--- config.mk ---
export PLATFORM = sky130hd
export DESIGN_NAME = alu_issue_stage_flat
export DESIGN_NICKNAME = d
export VERILOG_FILES = /design/src/rtl/alu_pkg.sv /design/src/rtl/alu_issue_stage_if.sv /design/src/rtl/alu_issue_stage_register_file.sv /design/src/rtl/alu_issue_stage.sv /design/src/flat_wrapper.sv
export SDC_FILE = /design/constraint.sdc
export NUM_CORES = 1
export LEC_CHECK = 0
export CAP_MARGIN = 20
export CELL_PAD_IN_SITES_DETAIL_PLACEMENT = 0
export CELL_PAD_IN_SITES_GLOBAL_PLACEMENT = 2
export CORE_ASPECT_RATIO = 0.6
export CORE_UTILIZATION = 41
export DETAILED_ROUTE_END_ITERATION = 6
export HOLD_SLACK_MARGIN = 0.12
export PLACE_DENSITY = 0.76
export SYNTH_ARGS = -nofsm -noshare
export SYNTH_HDL_FRONTEND = slang
export SYNTH_SLANG_ARGS = --single-unit
--- constraint.sdc ---
create_clock -name clk -period 2.5 [get_ports clk]
set_clock_uncertainty 0.2 [all_clocks]
set_input_delay 0.5 -clock clk [delete_from_list [all_inputs] [get_ports clk]]
set_output_delay 0.5 -clock clk [all_outputs]
set_load 0.005 [all_outputs]
--- src/rtl/alu_pkg.sv ---
// Shared ALU definitions: operation codes, RV32I opcode/funct7 constants and
// the funct3-to-operation mapping used by the issue stage decoder.
package alu_pkg;

  typedef enum logic [3:0] {
    ADD                        = 4'd0,
    SUB                        = 4'd1,
    OR                         = 4'd2,
    XOR                        = 4'd3,
    AND                        = 4'd4,
    LesserThanUnsigned         = 4'd5,
    LesserThanSigned           = 4'd6,
    ShiftRightUnsigned         = 4'd7,
    ShiftRightSigned           = 4'd8,
    ShiftLeftUnsigned          = 4'd9,
    ShiftLeftSigned            = 4'd10,
    GreaterThanOrEqualUnsigned = 4'd11,
    GreaterThanOrEqualSigned   = 4'd12,
    Equal                      = 4'd13,
    NotEqual                   = 4'd14
  } alu_op_t;

  localparam logic [6:0] OPC_OP     = 7'b0110011;
  localparam logic [6:0] OPC_OP_IMM = 7'b0010011;

  localparam logic [6:0] F7_BASE = 7'b0000000;
  localparam logic [6:0] F7_ALT  = 7'b0100000;

  // Base operation for a funct3 value; the funct7 alternates (SUB, SRA) are
  // applied by the decoder on top of this.
  function automatic alu_op_t base_op(input logic [2:0] funct3);
    alu_op_t op;
    case (funct3)
      3'b000:  op = ADD;
      3'b001:  op = ShiftLeftUnsigned;
      3'b010:  op = LesserThanSigned;
      3'b011:  op = LesserThanUnsigned;
      3'b100:  op = XOR;
      3'b101:  op = ShiftRightUnsigned;
      3'b110:  op = OR;
      default: op = AND;
    endcase
    return op;
  endfunction

endpackage

--- src/rtl/alu_issue_stage_if.sv ---
// Handshake and writeback bundle for the ALU issue stage. The slave modport
// is the stage itself; the master modport is the surrounding pipeline.
interface alu_issue_stage_if
  import alu_pkg::*;
#(
  parameter int XLEN = 32
);

  logic            in_valid;
  logic            in_ready;
  logic [31:0]     instr;
  logic            out_valid;
  logic            out_ready;
  alu_op_t         alu_op;
  logic [XLEN-1:0] alu_x;
  logic [XLEN-1:0] alu_y;
  logic [4:0]      rd;
  logic            illegal;
  logic            wb_en;
  logic [4:0]      wb_rd;
  logic [XLEN-1:0] wb_data;

  modport master (
    output in_valid, instr, out_ready, wb_en, wb_rd, wb_data,
    input  in_ready, out_valid, alu_op, alu_x, alu_y, rd, illegal
  );

  modport slave (
    input  in_valid, instr, out_ready, wb_en, wb_rd, wb_data,
    output in_ready, out_valid, alu_op, alu_x, alu_y, rd, illegal
  );

endinterface

--- src/rtl/alu_issue_stage_register_file.sv ---
// 32-entry integer register file: two combinational read ports, one
// synchronous write port, x0 hardwired to zero. Contents are not reset.
module register_file #(
  parameter int XLEN = 32
) (
  input  logic            clk,
  input  logic            we,
  input  logic [4:0]      waddr,
  input  logic [XLEN-1:0] wdata,
  input  logic [4:0]      raddr1,
  output logic [XLEN-1:0] rdata1,
  input  logic [4:0]      raddr2,
  output logic [XLEN-1:0] rdata2
);

  logic [XLEN-1:0] mem [32];

  // Writes to x0 are dropped so the zero register never holds anything.
  always_ff @(posedge clk) begin
    if (we && (waddr != 5'd0)) begin
      mem[waddr] <= wdata;
    end
  end

  assign rdata1 = (raddr1 == 5'd0) ? '0 : mem[raddr1];
  assign rdata2 = (raddr2 == 5'd0) ? '0 : mem[raddr2];

endmodule

--- src/rtl/alu_issue_stage.sv ---
// Decode-and-operand stage in front of the ALU. Decodes RV32I OP/OP-IMM,
// reads operands (with writeback bypass) and holds one registered request.
module alu_issue_stage
  import alu_pkg::*;
#(
  parameter int XLEN = 32
) (
  input logic               clk,
  input logic               reset,
  alu_issue_stage_if.slave  bus
);

  logic [6:0]      opcode;
  logic [2:0]      funct3;
  logic [6:0]      funct7;
  logic [4:0]      rs1_addr;
  logic [4:0]      rs2_addr;
  logic [XLEN-1:0] rf_rdata1;
  logic [XLEN-1:0] rf_rdata2;
  logic [XLEN-1:0] rs1_val;
  logic [XLEN-1:0] rs2_val;
  logic            accept;

  alu_op_t         dec_op;
  logic [XLEN-1:0] dec_x;
  logic [XLEN-1:0] dec_y;
  logic [4:0]      dec_rd;
  logic            dec_illegal;

  assign opcode   = bus.instr[6:0];
  assign funct3   = bus.instr[14:12];
  assign funct7   = bus.instr[31:25];
  assign rs1_addr = bus.instr[19:15];
  assign rs2_addr = bus.instr[24:20];

  register_file #(
    .XLEN (XLEN)
  ) u_register_file (
    .clk    (clk),
    .we     (bus.wb_en),
    .waddr  (bus.wb_rd),
    .wdata  (bus.wb_data),
    .raddr1 (rs1_addr),
    .rdata1 (rf_rdata1),
    .raddr2 (rs2_addr),
    .rdata2 (rf_rdata2)
  );

  // The stage can take a new instruction whenever the held slot is empty or
  // is being drained this cycle; out_valid is zero in reset so this is 1.
  assign bus.in_ready = !bus.out_valid || bus.out_ready;
  assign accept       = bus.in_valid && bus.in_ready;

  // Same-cycle writeback bypass so a write on this edge is seen by the
  // instruction captured on the same edge.
  always_comb begin
    rs1_val = rf_rdata1;
    rs2_val = rf_rdata2;
    if (bus.wb_en && (bus.wb_rd == rs1_addr) && (rs1_addr != 5'd0)) begin
      rs1_val = bus.wb_data;
    end
    if (bus.wb_en && (bus.wb_rd == rs2_addr) && (rs2_addr != 5'd0)) begin
      rs2_val = bus.wb_data;
    end
  end

  // Decode OP/OP-IMM into operation and operands; anything else becomes an
  // illegal request with zeroed operands and an ADD operation.
  always_comb begin
    logic            legal;
    alu_op_t         op;
    logic [XLEN-1:0] y_val;
    logic            is_shift;

    legal    = 1'b0;
    op       = base_op(funct3);
    y_val    = rs2_val;
    is_shift = (funct3 == 3'b001) || (funct3 == 3'b101);

    case (opcode)
      OPC_OP: begin
        legal = (funct7 == F7_BASE) ||
                ((funct7 == F7_ALT) && ((funct3 == 3'b000) || (funct3 == 3'b101)));
        if (funct7 == F7_ALT) begin
          if (funct3 == 3'b000) begin
            op = SUB;
          end else if (funct3 == 3'b101) begin
            op = ShiftRightSigned;
          end
        end
        y_val = rs2_val;
      end
      OPC_OP_IMM: begin
        if (is_shift) begin
          legal = (funct7 == F7_BASE) || ((funct7 == F7_ALT) && (funct3 == 3'b101));
          if ((funct7 == F7_ALT) && (funct3 == 3'b101)) begin
            op = ShiftRightSigned;
          end
          y_val = {{(XLEN-5){1'b0}}, bus.instr[24:20]};
        end else begin
          legal = 1'b1;
          y_val = {{(XLEN-12){bus.instr[31]}}, bus.instr[31:20]};
        end
      end
      default: begin
        legal = 1'b0;
      end
    endcase

    dec_op      = ADD;
    dec_x       = '0;
    dec_y       = '0;
    dec_rd      = '0;
    dec_illegal = 1'b1;
    if (legal) begin
      dec_op      = op;
      dec_x       = rs1_val;
      dec_y       = y_val;
      dec_rd      = bus.instr[11:7];
      dec_illegal = 1'b0;
    end
  end

  // One-entry output register: load on accept, drop on consume, otherwise
  // hold so the ALU sees stable inputs while stalled.
  always_ff @(posedge clk or negedge reset) begin
    if (!reset) begin
      bus.out_valid <= 1'b0;
      bus.alu_op    <= ADD;
      bus.alu_x     <= '0;
      bus.alu_y     <= '0;
      bus.rd        <= '0;
      bus.illegal   <= 1'b0;
    end else if (accept) begin
      bus.out_valid <= 1'b1;
      bus.alu_op    <= dec_op;
      bus.alu_x     <= dec_x;
      bus.alu_y     <= dec_y;
      bus.rd        <= dec_rd;
      bus.illegal   <= dec_illegal;
    end else if (bus.out_ready) begin
      bus.out_valid <= 1'b0;
    end
  end

endmodule

--- src/flat_wrapper.sv ---
// flat-port wrapper written by rule: the top's interface ports become plain ports
module alu_issue_stage_flat import alu_pkg::*;
#(
  parameter int XLEN = 32
)
  (clk, reset, bus_in_valid, bus_instr, bus_out_ready, bus_wb_en, bus_wb_rd, bus_wb_data, bus_in_ready, bus_out_valid, bus_alu_op, bus_alu_x, bus_alu_y, bus_rd, bus_illegal);
  alu_issue_stage_if #(.XLEN(XLEN)) bus_i ();
  input logic clk;
  input logic reset;
  input wire logic [$bits(bus_i.in_valid)-1:0] bus_in_valid;
  input wire logic [$bits(bus_i.instr)-1:0] bus_instr;
  input wire logic [$bits(bus_i.out_ready)-1:0] bus_out_ready;
  input wire logic [$bits(bus_i.wb_en)-1:0] bus_wb_en;
  input wire logic [$bits(bus_i.wb_rd)-1:0] bus_wb_rd;
  input wire logic [$bits(bus_i.wb_data)-1:0] bus_wb_data;
  output wire logic [$bits(bus_i.in_ready)-1:0] bus_in_ready;
  output wire logic [$bits(bus_i.out_valid)-1:0] bus_out_valid;
  output wire logic [$bits(bus_i.alu_op)-1:0] bus_alu_op;
  output wire logic [$bits(bus_i.alu_x)-1:0] bus_alu_x;
  output wire logic [$bits(bus_i.alu_y)-1:0] bus_alu_y;
  output wire logic [$bits(bus_i.rd)-1:0] bus_rd;
  output wire logic [$bits(bus_i.illegal)-1:0] bus_illegal;
  assign bus_i.in_valid = bus_in_valid;
  assign bus_i.instr = bus_instr;
  assign bus_i.out_ready = bus_out_ready;
  assign bus_i.wb_en = bus_wb_en;
  assign bus_i.wb_rd = bus_wb_rd;
  assign bus_i.wb_data = bus_wb_data;
  assign bus_in_ready = bus_i.in_ready;
  assign bus_out_valid = bus_i.out_valid;
  assign bus_alu_op = bus_i.alu_op;
  assign bus_alu_x = bus_i.alu_x;
  assign bus_alu_y = bus_i.alu_y;
  assign bus_rd = bus_i.rd;
  assign bus_illegal = bus_i.illegal;
  alu_issue_stage #(.XLEN(XLEN)) u_core (.clk(clk), .reset(reset), .bus(bus_i));
endmodule
* Yosys cells after proc, flatten, opt, wreduce, memory -nomap -nowiden
Memories as Yosys holds them, arrays and structs flattened.
Cells that the tools add are included.
Widths: inputs -> output; s select.
** Operators by class
- Add/subtract/negate cells :: 0
- $mul :: 0
- Div/mod/pow operators :: 0
- Magnitude comparators :: 0
- Equality and inequality tests :: 11
- Shift-type cells :: 0
- Multiplexer cells :: 24
- Bitwise operators :: 0
- Reductions and logical operators :: 22
** Operators by type and width (number)
- $mux 32 :: 8
- $pmux 4 s7 :: 1
- $mux 4 :: 6
- $reduce_bool 5->1 :: 3
- $eq 7x6->1 const B :: 2
- $eq 5x5->1 :: 2
- $logic_not 5->1 :: 2
- $eq 3x3->1 const B :: 3
- $logic_and 1x1->1 :: 8
- $pmux 4 s2 :: 1
- $eq 7x5->1 const B :: 1
- $logic_not 7->1 :: 1
- $eq 3x2->1 const B :: 2
- $mux 1 :: 6
- $logic_or 1x1->1 :: 5
- $mux 5 :: 1
- $eq 3x1->1 const B :: 1
- $logic_not 3->1 :: 1
- $pmux 1 s2 :: 1
- $reduce_bool 2->1 :: 1
- $logic_not 1->1 :: 1
** Storage, ports and cells
- Flip-flop bits (word level) :: 75
- Bits in latches :: 0
- Memory bits (writable) :: 1024
- ROM bits :: 0
- Bits of input ports :: 74
- Output and inout bits :: 76
- Word-level logic and storage cells :: 64
- Memories kept :: 1
** Memory list
- u_core.u_register_file.mem :: words 32, width 32, rd ports 2, clocked after Yosys merged registers in 0, write ports 1, RTL line alu_issue_stage_register_file.sv:16 : logic [XLEN-1:0] mem [32];

* Depth between registers and ports, before layout
- Depth in word-level cells :: 7
- Depth in mapped cells :: 12

* Hierarchy
A second synthesis with hierarchy kept.
** Unflattened totals
- Cell total of the unflattened synthesis :: 2964
- Area, all modules :: 52004.9 µm²
** Modules (own cells, without submodules)
- register_file :: instances 1, cells each 2564, area each 47929.7 µm², sequential area each 30749.5 µm²
- alu_issue_stage :: instances 1, cells each 400, area each 4075.2 µm², sequential area each 1876.8 µm²

* Least setup slack after synthesis
Ideal clock, no wire load.
- Path type :: input port to flip-flop
- Start point :: input bus_wb_rd[2]
- End point :: memory u_core.u_register_file.mem[25][0] (enable)
- Data arrival time :: 2435 ps
- Data required time :: 1879 ps
- Path slack :: -556 ps
- Stages on the path :: 4
- Path buffers :: 1
- Cell sequence :: clkbuf_1 nor2b_1 nand3_1 nor2_1
** On the way
- Longest elaborated chain between the ends :: 4
** Ends and longest elaborated chain
- start: declaration :: RTL line flat_wrapper.sv:14 : input wire logic [$bits(bus_i.wb_rd)-1:0] bus_wb_rd;
- $reduce_bool 5->1 :: RTL line alu_issue_stage_register_file.sv:20 : if (we && (waddr != 5'd0)) begin
- $logic_and 1x1->1 :: RTL line alu_issue_stage_register_file.sv:20
- $mux 1 :: RTL line alu_issue_stage_register_file.sv:20
- $mux 1 (not written as such) :: RTL line alu_issue_stage_register_file.sv:21 : mem[waddr] <= wdata;
- end: declaration :: RTL line alu_issue_stage_register_file.sv:16
Parallel ways exist; a longest one is shown, timed or not.

* Worst setup path in the final report
- Start point :: input bus_instr[24]
- End point :: register u_core.bus.alu_y[4]
** On the way
- Longest elaborated chain between the ends :: 6
** Ends and longest elaborated chain
- start: declaration :: RTL line flat_wrapper.sv:11 : input wire logic [$bits(bus_i.instr)-1:0] bus_instr;
- branches (longest 4 deep; another with $mem_v2 32x32)
- $mux 32 * :: RTL line alu_issue_stage.sv:80 : case (opcode)
- $mux 32 * :: RTL line alu_issue_stage.sv:115 : if (legal) begin
- end signal: assignment :: RTL line alu_issue_stage.sv:138 : bus.alu_y <= dec_y;
- end: declaration :: RTL line alu_issue_stage_if.sv:30 : output in_ready, out_valid, alu_op, alu_x, alu_y, rd, illegal
Mark *: on every way between the ends.
A chain may end at the register's enable or synchronous reset.

==> impl_metrics.tcl <==
set metrics [dict create \
    final_cell_mix "1024 x edfxtp_1, 467 x mux2i_1, 309 x buf_4" \
    vias_per_cell 6.503 \
    clk_pin_slew_worst_paths_ps 70 \
    syn_area_um2 51500 \
    synthXorXnorAreaFrac 0.001701 \
    cts_tree "done" \
    yosys.area_share.simple 0.04080 \
    crit_fanout 13 \
    synth_cells 3058 \
    port_buffers 149 \
    irDropWorstVdd_mv 0.5514 \
    path_class "in -> reg" \
    synth_compound_area_frac 0.08055 \
    stdcell_count 5328 \
    cts_root_buf "clkbuf_16" \
    synth_top_family_by_area "multiplexers" \
    hold_violations 0 \
    dr_total_vias 34650 \
    design_area_um2 63110 \
    die_w_um 459.5 \
    fp.dieArea_um2 127100 \
    layout_commonest_cell "edfxtp_1" \
    worstPathRequired_ps 2890 \
    track_usage 0.2948 \
    die_h_um 276.5 \
    grt_overflow 0 \
    yosys.cell_types.count 73 \
    wl_met2_um 81590 \
    start_kind "input pin" \
    met1Wirelength_um 79100 \
    synth_top_area_frac 0.5971 \
    postPlaceCellArea_um2 59490 \
    rr_endpoint "u_core.bus.alu_x[27]" \
    fin_crit_ps 2475 \
    worstMarginPinSlew_ps 899.4 \
    timing.max_cap.violations 0 \
    seqCellArea_um2 32650 \
    synth_seq_area_share 0.6336 \
    drtIter0Drc 4798 \
    design.core.area_um2 124200 \
    drive_gt1_frac 0.2748 \
    crit_slowest_cell "or3b_2" \
    synthArstFlopShare 0.06824 \
    dp_cells 5120 \
    reg2reg_depth 7 \
    hold_end "u_core.bus.alu_y[7]" \
    drc 0 \
    cp-end-kind "flip-flop" \
    r2r-start "u_core.bus.out_valid" \
    power.leakage_nw 22.10 \
    start_util 0.4145 \
    power.density_nw_per_um2 644.9 \
    ios 150 \
    top_layer_used "met5" \
    cts_buffers 105 \
    syn_avg_cell_area_um2 16.84 \
    met3_length_um 22890 \
    route.antenna.remaining_nets 0 \
    routedWlPerCell_um 35.62 \
    max_freq_mhz 404.1 \
    setup_viol 0 \
    synth_area_leaders "edfxtp_1 60%, mux4_2 10%, mux2i_1 9.1%" \
    fin_crit_sh 0.9898 \
    rrSetupSlack_ps 50 \
    clock-sinks 1099 \
    fin_ws_ps 25.50 \
    area_delta_synth_final_pct 22.55 \
    grt_pass1_wl_um 264000 \
    synth_largest_area_cell "edfxtp_1" \
    synth_mux_area_frac 0.2189 \
    worstHoldStart "bus_instr[27]" \
    whs_ps 40.81 \
    slowest_delay_ps 530 \
    pre_cts_ws_ps -889.2 \
    htree_levels 3 \
    finalMaxSlewViolations 0 \
    yosysWarnings 0 \
    fin_nets 3627 \
    relSlewSlack 0.3984 \
    hp-class "in -> reg" \
    synthAdderAreaFrac 0 \
    cp_data_arrival_time_ps 2860 \
    synth-edff-count 1024 \
    hpwl_um 124900 \
    cts_buffer_depth 3 \
    multi_input_area_um2 18100 \
    fin_util 0.5079 \
    fillers 10049 \
    wl_um 189800 \
    hold_depth 5 \
    antenna_found_initial 7 \
    std_cell_rows 100 \
    crit_chain "clkdlybuf4s50_1 -> buf_12 -> or3b_2 -> buf_4 -> o22ai_1 -> nor3_2 -> a221oi_2 -> a21oi_1" \
    drtPass1Iterations 7 \
    outcome "completed" \
    clock_latency_ps 720 \
    place_congestion 0.9240 \
    grt_max_degree 35 \
    ys_ff_latch 1099 \
    synth_ff_type "edfxtp_1" \
    grt_pass1_vias 34238 \
]
-- power breakdown --
group | switching [mW] | internal, mW
registers | 0.124 | 20.4
logic | 2.26 | 1.64
clock network | 7.19 | 9.13
total | 9.56 | 31.1
-- flip-flops by register name, indices dropped and copies added (netlist names) --
name and flops:
u_core.bus.rd 5, u_core.bus.alu_op 4, u_core.bus.illegal 1, u_core.bus.alu_x 32, u_core.u_register_file.mem 1024, u_core.bus.out_valid 1
u_core.bus.alu_y 32
-- synthesized netlist by cell type, types with 5 or more instances --
cell,number
a21oi_1,97
a221o_1,52
a221oi_1,8
a22o_1,28
a22oi_1,189
a32oi_1,31
a41oi_2,29
and2b_2,20
buf_1,33
buf_2,39
buf_4,11
clkbuf_1,146
clkbuf_8,14
dfrtp_1,75
edfxtp_1,1024
mux2i_1,467
mux4_1,47
mux4_2,231
mux4_4,5
nand2_1,110
nand2b_1,7
nand3_1,142
nand4_1,7
nor2_1,58
nor2b_1,23
nor3_1,11
o211ai_1,26
o21ai_0,28
o22a_1,5
o22ai_1,17
xnor2_1,6
-- per-layer routing --
| metal | up-vias | GRT usage |
|---|---|---|
| met5 | - | 0 |
| met3 | 371 | 0.07856 |
| met2 | 2471 | 0.4284 |
| met1 | 18038 | 0.4323 |
| li1 | 13766 | - |
| met4 | 4 | 0.08713 |
-- layout make-up --
class	count	area share
timing repair buffer	608	0.1075
sequential	1099	0.5173
tap	1683	0.03337
antenna	2	0.00007931
clock buffer	139	0.04612
multi-input combinational	1739	0.2869
clock inverter	58	0.008704
-- stage by stage --
| step | power (mW) | setup TNS, ps |
|---|---|---|
| 3_3_place_gp | 24.60 | -362720 |
| 3_5_place_dp | 24.67 | -368560 |
| 4_1_cts | 40.80 | 0 |
| 6_report | 40.70 | 0 |
| 5_1_grt | 41.67 | -17.96 |
| 2_1_floorplan | 22.77 | -189710 |
-- cells by family after synthesis --
logic type	count (synthesis)
simple gates	414
mux	753
other cells	1
xor+xnor	10
buf+inv	251
compound gates	530
flops	1099
-- worst max-delay path: cells and delay by family --
kind,cells,cell delay (ps)
AO/OA/AOI/OAI,3,800
AND/OR/NAND/NOR,2,640
buffers and inverters,3,900
-- worst max-delay path by stage --
| stage | slack (ps) | to | from |
|---|---|---|---|
| 6_report | 30 | u_core.bus.alu_y[4] | bus_instr[24] |
| 5_1_grt | -20 | u_core.bus.alu_x[25] | u_core.bus.out_valid |
| 4_1_cts | 2 | bus_in_ready | u_core.bus.out_valid |
| 3_5_place_dp | -890 | u_core.bus.alu_y[4] | bus_instr[24] |
| 3_3_place_gp | -890 | u_core.bus.alu_y[4] | bus_instr[24] |
| 2_1_floorplan | -510 | u_core.u_register_file.mem[10][0] | bus_wb_rd[3] |
-- what timing repair did --
item | CTS | global route
setup endpoints to repair | 57 | 25
gates cloned | 0 | 2
gates resized for setup | 31 | 11
buffers inserted | 0 | 3
hold endpoints to repair | 75 | 2
hold buffers | 2 | 2
Note: power is estimated with default switching activity, not from simulation.
